**config.mk**
```make
export PLATFORM = sky130hd
export DESIGN_NAME = pll_reset_sequencer
export DESIGN_NICKNAME = d
export VERILOG_FILES = /design/src/rtl/pll_reset_pkg.sv /design/src/rtl/pll_reset_sequencer_lock_synchronizer.sv /design/src/rtl/pll_reset_sequencer.sv
export SDC_FILE = /design/constraint.sdc
export NUM_CORES = 1
export LEC_CHECK = 0
export BUFFER_PORTS_ARGS = -buffer_cell sky130_fd_sc_hd__buf_2
export CAP_MARGIN = 20
export CORE_MARGIN = 5
export CORE_UTILIZATION = 45
export CTS_BUF_LIST = sky130_fd_sc_hd__clkbuf_4
export CTS_CLUSTER_DIAMETER = 30
export DETAILED_ROUTE_END_ITERATION = 12
export GPL_ROUTABILITY_DRIVEN = 1
export PLACE_DENSITY = 0.78
export SETUP_SLACK_MARGIN = 0.3
export SLEW_MARGIN = 20
export SYNTH_ARGS = -nofsm -noshare
export SYNTH_HDL_FRONTEND = slang
export SYNTH_HIERARCHICAL = 1
export SYNTH_SLANG_ARGS = --single-unit
export TNS_END_PERCENT = 5
```
**constraint.sdc**
```tcl
create_clock -name clk -period 1.8 [get_ports clk]
set_clock_uncertainty 0.05 [all_clocks]
set_input_delay 0.18 -clock clk [delete_from_list [all_inputs] [get_ports clk]]
set_output_delay 0.18 -clock clk [all_outputs]
set_load 0.02 [all_outputs]
```
**src/rtl/pll_reset_pkg.sv**
```systemverilog
`default_nettype none
// ============================================================================
// Module      : pll_reset_pkg
// Description : Shared state encodings and counter sizing for the PLL reset
//               sequencer.
// Revision    : 1.0 - initial release
// ============================================================================
package pll_reset_pkg;

    localparam int c_state_w = 3;

    localparam logic [c_state_w-1:0] c_wait_lock = 3'd0;
    localparam logic [c_state_w-1:0] c_stable    = 3'd1;
    localparam logic [c_state_w-1:0] c_hold_sys  = 3'd2;
    localparam logic [c_state_w-1:0] c_hold_cpu  = 3'd3;
    localparam logic [c_state_w-1:0] c_run       = 3'd4;

    typedef enum logic [c_state_w-1:0] {
        ST_WAIT_LOCK = c_wait_lock,
        ST_STABLE    = c_stable,
        ST_HOLD_SYS  = c_hold_sys,
        ST_HOLD_CPU  = c_hold_cpu,
        ST_RUN       = c_run
    } state_t;

    // Counter only ever holds values up to (max cycle parameter - 1).
    function automatic int cnt_width(input int a, input int b, input int c);
        int m;
        m = a;
        if (b > m) m = b;
        if (c > m) m = c;
        return (m <= 1) ? 1 : $clog2(m);
    endfunction

endpackage
`default_nettype wire

```
**src/rtl/pll_reset_sequencer_lock_synchronizer.sv**
```systemverilog
`default_nettype none
// ============================================================================
// Module      : lock_synchronizer
// Description : SYNC_STAGES flop chain bringing an asynchronous status bit
//               into the clk domain; all stages clear on rst.
// Revision    : 1.0 - initial release
// ============================================================================
module lock_synchronizer #(
    parameter int SYNC_STAGES = 2
) (
    input  logic clk,
    input  logic rst,
    input  logic i_async,
    output logic o_sync
);

    logic [SYNC_STAGES-1:0] r_chain;

    always_ff @(posedge clk) begin
        if (rst) begin
            r_chain <= '0;
        end else begin
            r_chain <= {r_chain[SYNC_STAGES-2:0], i_async};
        end
    end

    assign o_sync = r_chain[SYNC_STAGES-1];

endmodule
`default_nettype wire

```
**src/rtl/pll_reset_sequencer.sv**
```systemverilog
`default_nettype none
// ============================================================================
// Module      : pll_reset_sequencer
// Description : Qualifies PLL lock and sequences sys_reset then cpu_reset
//               release. Optional lock-loss counter: PLL_RESET_LOSS_COUNT_EN.
// Revision    : 1.0 - initial release
// ============================================================================
module pll_reset_sequencer
    import pll_reset_pkg::*;
#(
    parameter int SYNC_STAGES        = 2,
    parameter int LOCK_STABLE_CYCLES = 1024,
    parameter int RESET_HOLD_CYCLES  = 16,
    parameter int CPU_RELEASE_DELAY  = 8,
    parameter int LOSS_COUNT_WIDTH   = 8
) (
    input  logic                        clk,
    input  logic                        reset,
    input  logic                        pll_locked,
    output logic                        sys_reset,
    output logic                        cpu_reset,
    output logic                        ready,
    output logic [c_state_w-1:0]        state,
    output logic [LOSS_COUNT_WIDTH-1:0] lock_loss_count
);

    localparam int c_cnt_w = cnt_width(LOCK_STABLE_CYCLES, RESET_HOLD_CYCLES,
                                       CPU_RELEASE_DELAY);
    localparam logic [c_cnt_w-1:0] c_stable_last = c_cnt_w'(LOCK_STABLE_CYCLES - 1);
    localparam logic [c_cnt_w-1:0] c_hold_last   = c_cnt_w'(RESET_HOLD_CYCLES - 1);
    localparam logic [c_cnt_w-1:0] c_cpu_last    = c_cnt_w'(CPU_RELEASE_DELAY - 1);

    logic               w_locked_s;
    state_t             r_state;
    state_t             w_next_state;
    logic [c_cnt_w-1:0] r_cnt;
    logic               w_cnt_inc;
    logic               r_sys_reset;
    logic               r_cpu_reset;
    logic               r_ready;

    lock_synchronizer #(
        .SYNC_STAGES (SYNC_STAGES)
    ) u_lock_sync (
        .clk     (clk),
        .rst     (reset),
        .i_async (pll_locked),
        .o_sync  (w_locked_s)
    );

    // Lock loss is tested first so it beats counter completion.
    always_comb begin
        w_next_state = r_state;
        w_cnt_inc    = 1'b0;
        case (r_state)
            ST_WAIT_LOCK: begin
                if (w_locked_s) w_next_state = ST_STABLE;
            end
            ST_STABLE: begin
                if (!w_locked_s)                w_next_state = ST_WAIT_LOCK;
                else if (r_cnt == c_stable_last) w_next_state = ST_HOLD_SYS;
                else                            w_cnt_inc    = 1'b1;
            end
            ST_HOLD_SYS: begin
                if (!w_locked_s)               w_next_state = ST_WAIT_LOCK;
                else if (r_cnt == c_hold_last) w_next_state = ST_HOLD_CPU;
                else                           w_cnt_inc    = 1'b1;
            end
            ST_HOLD_CPU: begin
                if (!w_locked_s)              w_next_state = ST_WAIT_LOCK;
                else if (r_cnt == c_cpu_last) w_next_state = ST_RUN;
                else                          w_cnt_inc    = 1'b1;
            end
            ST_RUN: begin
                if (!w_locked_s) w_next_state = ST_WAIT_LOCK;
            end
            default: w_next_state = ST_WAIT_LOCK;
        endcase
    end

    // Outputs are decoded from the next state so they change with the state register.
    always_ff @(posedge clk) begin
        if (reset) begin
            r_state     <= ST_WAIT_LOCK;
            r_cnt       <= '0;
            r_sys_reset <= 1'b1;
            r_cpu_reset <= 1'b1;
            r_ready     <= 1'b0;
        end else begin
            r_state     <= w_next_state;
            r_sys_reset <= (w_next_state == ST_WAIT_LOCK) ||
                           (w_next_state == ST_STABLE)    ||
                           (w_next_state == ST_HOLD_SYS);
            r_cpu_reset <= (w_next_state != ST_RUN);
            r_ready     <= (w_next_state == ST_RUN);
            if (w_next_state != r_state) begin
                r_cnt <= '0;
            end else if (w_cnt_inc) begin
                r_cnt <= r_cnt + 1'b1;
            end
        end
    end

    assign sys_reset = r_sys_reset;
    assign cpu_reset = r_cpu_reset;
    assign ready     = r_ready;
    assign state     = r_state;

`ifdef PLL_RESET_LOSS_COUNT_EN
    logic                        w_run_loss;
    logic [LOSS_COUNT_WIDTH-1:0] r_loss_count;

    assign w_run_loss = (r_state == ST_RUN) && !w_locked_s;

    always_ff @(posedge clk) begin
        if (reset) begin
            r_loss_count <= '0;
        end else if (w_run_loss && (r_loss_count != '1)) begin
            r_loss_count <= r_loss_count + 1'b1;
        end
    end

    assign lock_loss_count = r_loss_count;
`else
    assign lock_loss_count = '0;
`endif

endmodule
`default_nettype wire

```
# Yosys cells after proc, flatten, opt, wreduce, memory -nomap -nowiden
# Cells that the tools add are included.
[word_totals]
elab_cells = 40
regBits = 18
out_inout_bits = 14
in_bits = 3
[classes]
muxes = 16
reduce_logical = 5
n_eq_ne = 12
add_sub_neg = 1
[ops]
columns = ["cell", "count"]
rows = [
  ["2-to-1 mux 3 bit", 8],
  ["case mux 3 bit (5 select lines)", 1],
  ["adder 10 x 1 -> 10 bit, second input constant", 1],
  ["equality test 10 bit, second input constant", 1],
  ["equality test 10 x 3 -> 1 bit, second input constant", 1],
  ["equality test 10 x 4 -> 1 bit, second input constant", 1],
  ["equality test 3 x 2 -> 1 bit, second input constant", 3],
  ["equality test 3 x 1 -> 1 bit, second input constant", 2],
  ["equality test 3 bit, second input constant", 2],
  ["logical NOT 3 bit", 2],
  ["2-to-1 mux 1 bit", 6],
  ["!= test 3 bit", 1],
  ["!= test 3 bit, second input constant", 1],
  ["case mux 1 bit (3 select lines)", 1],
  ["logical OR 1 bit", 2],
  ["OR reduction 2 bit", 1],
]

# Longest topological paths before layout
[depth]
depth_word = 7
mapped_depth = 8
mapped_depth_nobuf = 6

# By module
# The synthesis kept the hierarchy.
[by_module_without_submodules]
columns = ["module", "cells_per_inst", "seq_area_each_um2", "n_inst", "area_per_inst_um2"]
rows = [
  ["pll_reset_sequencer", 113, 320.3, 1, 1006.0],
  ["lock_synchronizer", 4, 40.0, 1, 52.6],
]

# Least setup slack after synthesis
# OpenSTA, ideal clock, no wires.
[synth_timing]
kind = "reg-to-reg"
start = "reg r_state[2], in the netlist state[2]"
end = "reg r_cnt[2]"
period_less_slack_ns = 1.767
arrival_time_ns = 1.644
path_buffers = 2
setup_slack_ns = 0.033
stages_incl_launch_ff = 7
required_ns = 1.677
setup_ns = 0.073
path_cell_list = "dfxtp_1 buf_2 and2b_1 a21o_1 a311o_1 buf_6 nor3_2"
[synth_between]
elab_chain_len = 5
elab_cells_between_ends = 17
cone_classes = "eq/ne: 5; mux: 10; reduce/logical: 2"
[synth_rtl]
columns = ["item", "line", "rtl"]
rows = [
  ["from (decl)", "pll_reset_sequencer.sv:34", "state_t r_state;"],
  ["from (signal assigned)", "pll_reset_sequencer.sv:90", "r_state <= w_next_state;"],
  ["2-to-1 mux 3 bit (on tied branches)", "pll_reset_sequencer.sv:71, pll_reset_sequencer.sv:61, pll_reset_sequencer.sv:66", ""],
  ["2-to-1 mux 3 bit (on tied branches)", "pll_reset_sequencer.sv:70, pll_reset_sequencer.sv:60, pll_reset_sequencer.sv:65", ""],
  ["case mux 3 bit (5 select lines)", "pll_reset_sequencer.sv:55", "case (r_state)"],
  ["!= test 3 bit", "pll_reset_sequencer.sv:96", "if (w_next_state != r_state) begin"],
  ["OR reduction 2 bit (no line)", "--", ""],
  ["to (signal assigned)", "pll_reset_sequencer.sv:99", "r_cnt <= r_cnt + 1'b1;"],
  ["to (decl)", "pll_reset_sequencer.sv:36", "logic [c_cnt_w-1:0] r_cnt;"],
]
# Several ways; a longest one is shown, not always the timed one.
# A chain may end at the register's enable or synchronous reset.

# Final worst setup path
[layout_timing]
start = "reg r_cnt[7]"
end = "reg r_sys_reset, in the netlist sys_reset"
[layout_between]
elab_chain_len = 7
elab_cells_between_ends = 15
cone_classes = "eq/ne: 5; mux: 7; reduce/logical: 3"
[layout_rtl]
columns = ["item", "line", "rtl"]
rows = [
  ["equality test 10 x 3 -> 1 bit, or another cell as far along", "pll_reset_sequencer.sv:71", "else if (r_cnt == c_cpu_last) w_next_state = ST_RUN;"],
  ["2-to-1 mux 3 bit (on tied branches)", "pll_reset_sequencer.sv:71, pll_reset_sequencer.sv:61, pll_reset_sequencer.sv:66", ""],
  ["2-to-1 mux 3 bit (on tied branches)", "pll_reset_sequencer.sv:70, pll_reset_sequencer.sv:60, pll_reset_sequencer.sv:65", ""],
  ["case mux 3 bit (5 select lines) (*)", "pll_reset_sequencer.sv:55", ""],
  ["equality test 3 x 1 -> 1 bit / logical NOT 3 bit (equally long branches)", "pll_reset_sequencer.sv:92, pll_reset_sequencer.sv:91", ""],
  ["logical OR 1 bit", "pll_reset_sequencer.sv:91", "r_sys_reset <= (w_next_state == ST_WAIT_LOCK) ||"],
  ["logical OR 1 bit (*)", "pll_reset_sequencer.sv:92", "(w_next_state == ST_STABLE) ||"],
  ["to (signal assigned)", "pll_reset_sequencer.sv:91", ""],
  ["to (decl)", "pll_reset_sequencer.sv:38", "logic r_sys_reset;"],
]
# Mark *: on every way between the ends. The rest lies on a longest branch, timed or not.

==> impl_metrics.tcl <==
set metrics [dict create \
    status "completed" \
    gp_congestion 0.8624 \
    p_int_uw 491.1 \
    synthToLayoutAreaGrowth_pct 12.41 \
    synth-seq-area-share_pct 34.04 \
    wirelength_mm 2.308 \
    drt_iter0_drc 64 \
    clkSinkCount 18 \
    regToRegSetupSlack_ns 0.10 \
    grt-ovfl-total 0 \
    die_x_um 58.50 \
    setup_viol 0 \
    clockBufferDepth 2 \
    critical_path.startpoint "r_cnt[7]$_SDFFE_PP0P_" \
    ir_worst_vdd_v 0.0003015 \
    final_area_um2 1190 \
    cp-start-kind "register" \
    ys_ff_latch 18 \
    grt_use_total_pct 13.99 \
    io_buffers 8 \
    r2r_end "sys_reset$_SDFF_PP1_" \
    grt_pass1_wl_mm 3.643 \
    yosys_warnings 6 \
    grt_start_max_net_pins 11 \
    start_util_pct 47.39 \
    dp.final_hpwl_mm 1.497 \
    regToRegStartpoint "r_cnt[7]$_SDFFE_PP0P_" \
    setup_tns_ns 0 \
    async_flop_share_pct 0 \
    r2r_cells 5 \
    crit_type "reg -> reg" \
    syn_avg_cell_area_um2 9.047 \
    place_area_um2 1082 \
    end_kind "register" \
    final_max_slew_viol_count 0 \
    netSwitchingPower_uw 165.2 \
    clk_pin_slew_ns 0.10 \
    die_y_um 58.50 \
    fin_ws_ns 0.1034 \
    syn_inst 117 \
    synth_cell_types 44 \
    cap_violations 0 \
    grt_pass1_vias 811 \
    power.share.sequential_pct 60.8 \
    clkLatencyLatePin_ns 0.29 \
    drive_above_1_share_pct 33.33 \
    syn_area_um2 1059 \
    synth_edf_count 0 \
    holdBufCountCts 0 \
    drc_errors 0 \
    arrival_ns 1.84 \
    num_antenna_cells 0 \
    dr_total_vias 890 \
    dp_slack_ns 0.1049 \
    leakage_nw 0.4904 \
    cp.required_ns 1.94 \
    hold_viol_final 0 \
    final_antenna_net_count 0 \
    p_total_uw 656.4 \
    clkPwrFrac_pct 31.7 \
    synth_flop_cell "dfxtp_1" \
    rows 17 \
    critPathMaxFanout 5 \
    clock.fmax_ghz 0.5894 \
    comb_power_share_pct 7.5 \
    pin_count 17 \
    worstSetupEndpoint "sys_reset$_SDFF_PP1_" \
    finalCriticalPeriod_ns 1.697 \
    hold_path.class "in -> reg" \
    power_density_nw_per_um2 551.6 \
    swShare_pct 25.18 \
    cts_made_buffers 3 \
    cts_max_level 1 \
    timing.hold.ws_ns 0.05019 \
    rsz0062_at_grt "true" \
    fillCellCount 196 \
    nNetsFinal 137 \
    via_per_inst 5.563 \
    dieArea_um2 3422 \
    wl_per_cell_um 14.43 \
    coreArea_um2 2233 \
    drtPass1Iterations 4 \
    cts_tree "done" \
    antenna_found_initial 0 \
    root_buffer "clkbuf_4" \
    finalCritPeriodShare_pct 94.26 \
]
## registers in the layout (all words and copies together) (netlist names)
name                 flops
cpu_reset                1
r_cnt                   10
ready                    1
state                    3
sys_reset                1
u_lock_sync/r_chain      2
## Yosys cell counts (2+ instances only)
master	instances	area (um2)
nor3_1	3	15.01
xor2_1	5	43.79
nor2b_1	5	31.28
or3_1	2	12.51
buf_6	3	33.78
and2_1	2	12.51
nand4_1	5	31.28
and3_1	2	12.51
nand3_1	5	25.02
nand2_1	5	18.77
o2bb2ai_1	2	17.52
xnor2_1	4	35.03
and3_4	2	22.52
a21oi_1	2	10.01
inv_1	3	11.26
nor2_1	10	37.54
dfxtp_1	18	360.4
nand2b_1	3	18.77
a31oi_1	3	18.77
o21ai_0	2	10.01
buf_4	8	60.06
## per-layer routing
layer	part of all wire, %	vias up	track usage (%)
li1	-	436	-
met1	43	422	18.44
met2	48	28	20.26
met3	5.3	4	2.193
met4	2.8	0	10.60
met5	0	-	0
## power groups by stage
stage               Sequential (mW)  Combinational (mW)  Clock, mW
finish                        0.399              0.0492      0.208
global route                  0.400              0.0525      0.231
CTS                           0.400              0.0471      0.216
detailed placement            0.411              0.0424          0
global placement              0.411              0.0422          0
floorplan                     0.411              0.0476          0
## timing repair
action / 4_1_cts / 5_1_grt
gates resized for setup: 8 / 7
hold endpoints to repair: 0 / 0
gates cloned: 1 / 0
pin swaps: 3 / 3
setup buffers: 4 / 2
setup endpoints to repair: 15 / 16
## kinds of logic (layout without fill, tap and decap cells)
kind of cell	Yosys count	in the layout	synth area share, %
other	1	8	0.3543
buffers and inverters	15	23	10.40
adder cells (fa/ha/maj)	1	1	1.182
XOR/XNOR	9	9	7.446
flip-flops	18	18	34.04
AO/OA/AOI/OAI	17	17	12.65
AND/OR/NAND/NOR	56	56	33.92
## cell type report
type | count | area (um2) | share of cell area [%]
Multi-Input combinational cell | 91 | 639.4 | 53.73
Sequential cell | 18 | 380.4 | 31.97
Timing Repair Buffer | 16 | 97.59 | 8.202
Tap cell | 28 | 35.03 | 2.944
Clock buffer | 3 | 22.52 | 1.893
Inverter | 3 | 11.26 | 0.9464
Clock inverter | 1 | 3.754 | 0.3155
## worst max-delay path, stage by stage (launching register included)
cell	delay, ns
dfxtp_4	0.38
nor4_4	0.31
and3_4	0.26
a32oi_1	0.09
or3b_4	0.40
o41a_1	0.12
## stage by stage
step           std cells  util, %
2_1_floorplan        124        -
3_3_place_gp         149    48.46
3_5_place_dp         149    48.46
4_1_cts              158    51.82
5_1_grt              160    53.28
6_report             160    53.28
## how the worst min path moves through the flow
stage / startpoint / to / depth (start not counted)
floorplan: reset / state[0]$_SDFF_PP0_ / 1
global placement: pll_locked / u_lock_sync/r_chain[0]$_SDFF_PP0_ / 2
detailed placement: pll_locked / u_lock_sync/r_chain[0]$_SDFF_PP0_ / 2
CTS: pll_locked / u_lock_sync/r_chain[0]$_SDFF_PP0_ / 2
global route: pll_locked / u_lock_sync/r_chain[0]$_SDFF_PP0_ / 2
finish: pll_locked / u_lock_sync/r_chain[0]$_SDFF_PP0_ / 2
## layout by cell type, fill, tap and decap left out, types with 2 or more instances in the layout
| cell type | instances |
|---|---|
| nor2b_1 | 4 |
| nand4_1 | 5 |
| clkbuf_4 | 3 |
| a31oi_1 | 3 |
| nand3_1 | 5 |
| or3_1 | 2 |
| conb_1 | 8 |
| and4_4 | 2 |
| inv_1 | 3 |
| a21oi_1 | 2 |
| nor3_1 | 2 |
| and3_1 | 2 |
| o2bb2ai_1 | 2 |
| buf_4 | 5 |
| o21ai_0 | 2 |
| dfxtp_2 | 7 |
| nand2_1 | 5 |
| nand2b_1 | 3 |
| buf_2 | 9 |
| xor2_1 | 5 |
| dfxtp_4 | 3 |
| and3_4 | 2 |
| xnor2_1 | 4 |
| nor2_1 | 9 |
| dfxtp_1 | 8 |
No activity file was read; power rests on OpenSTA's default activity.
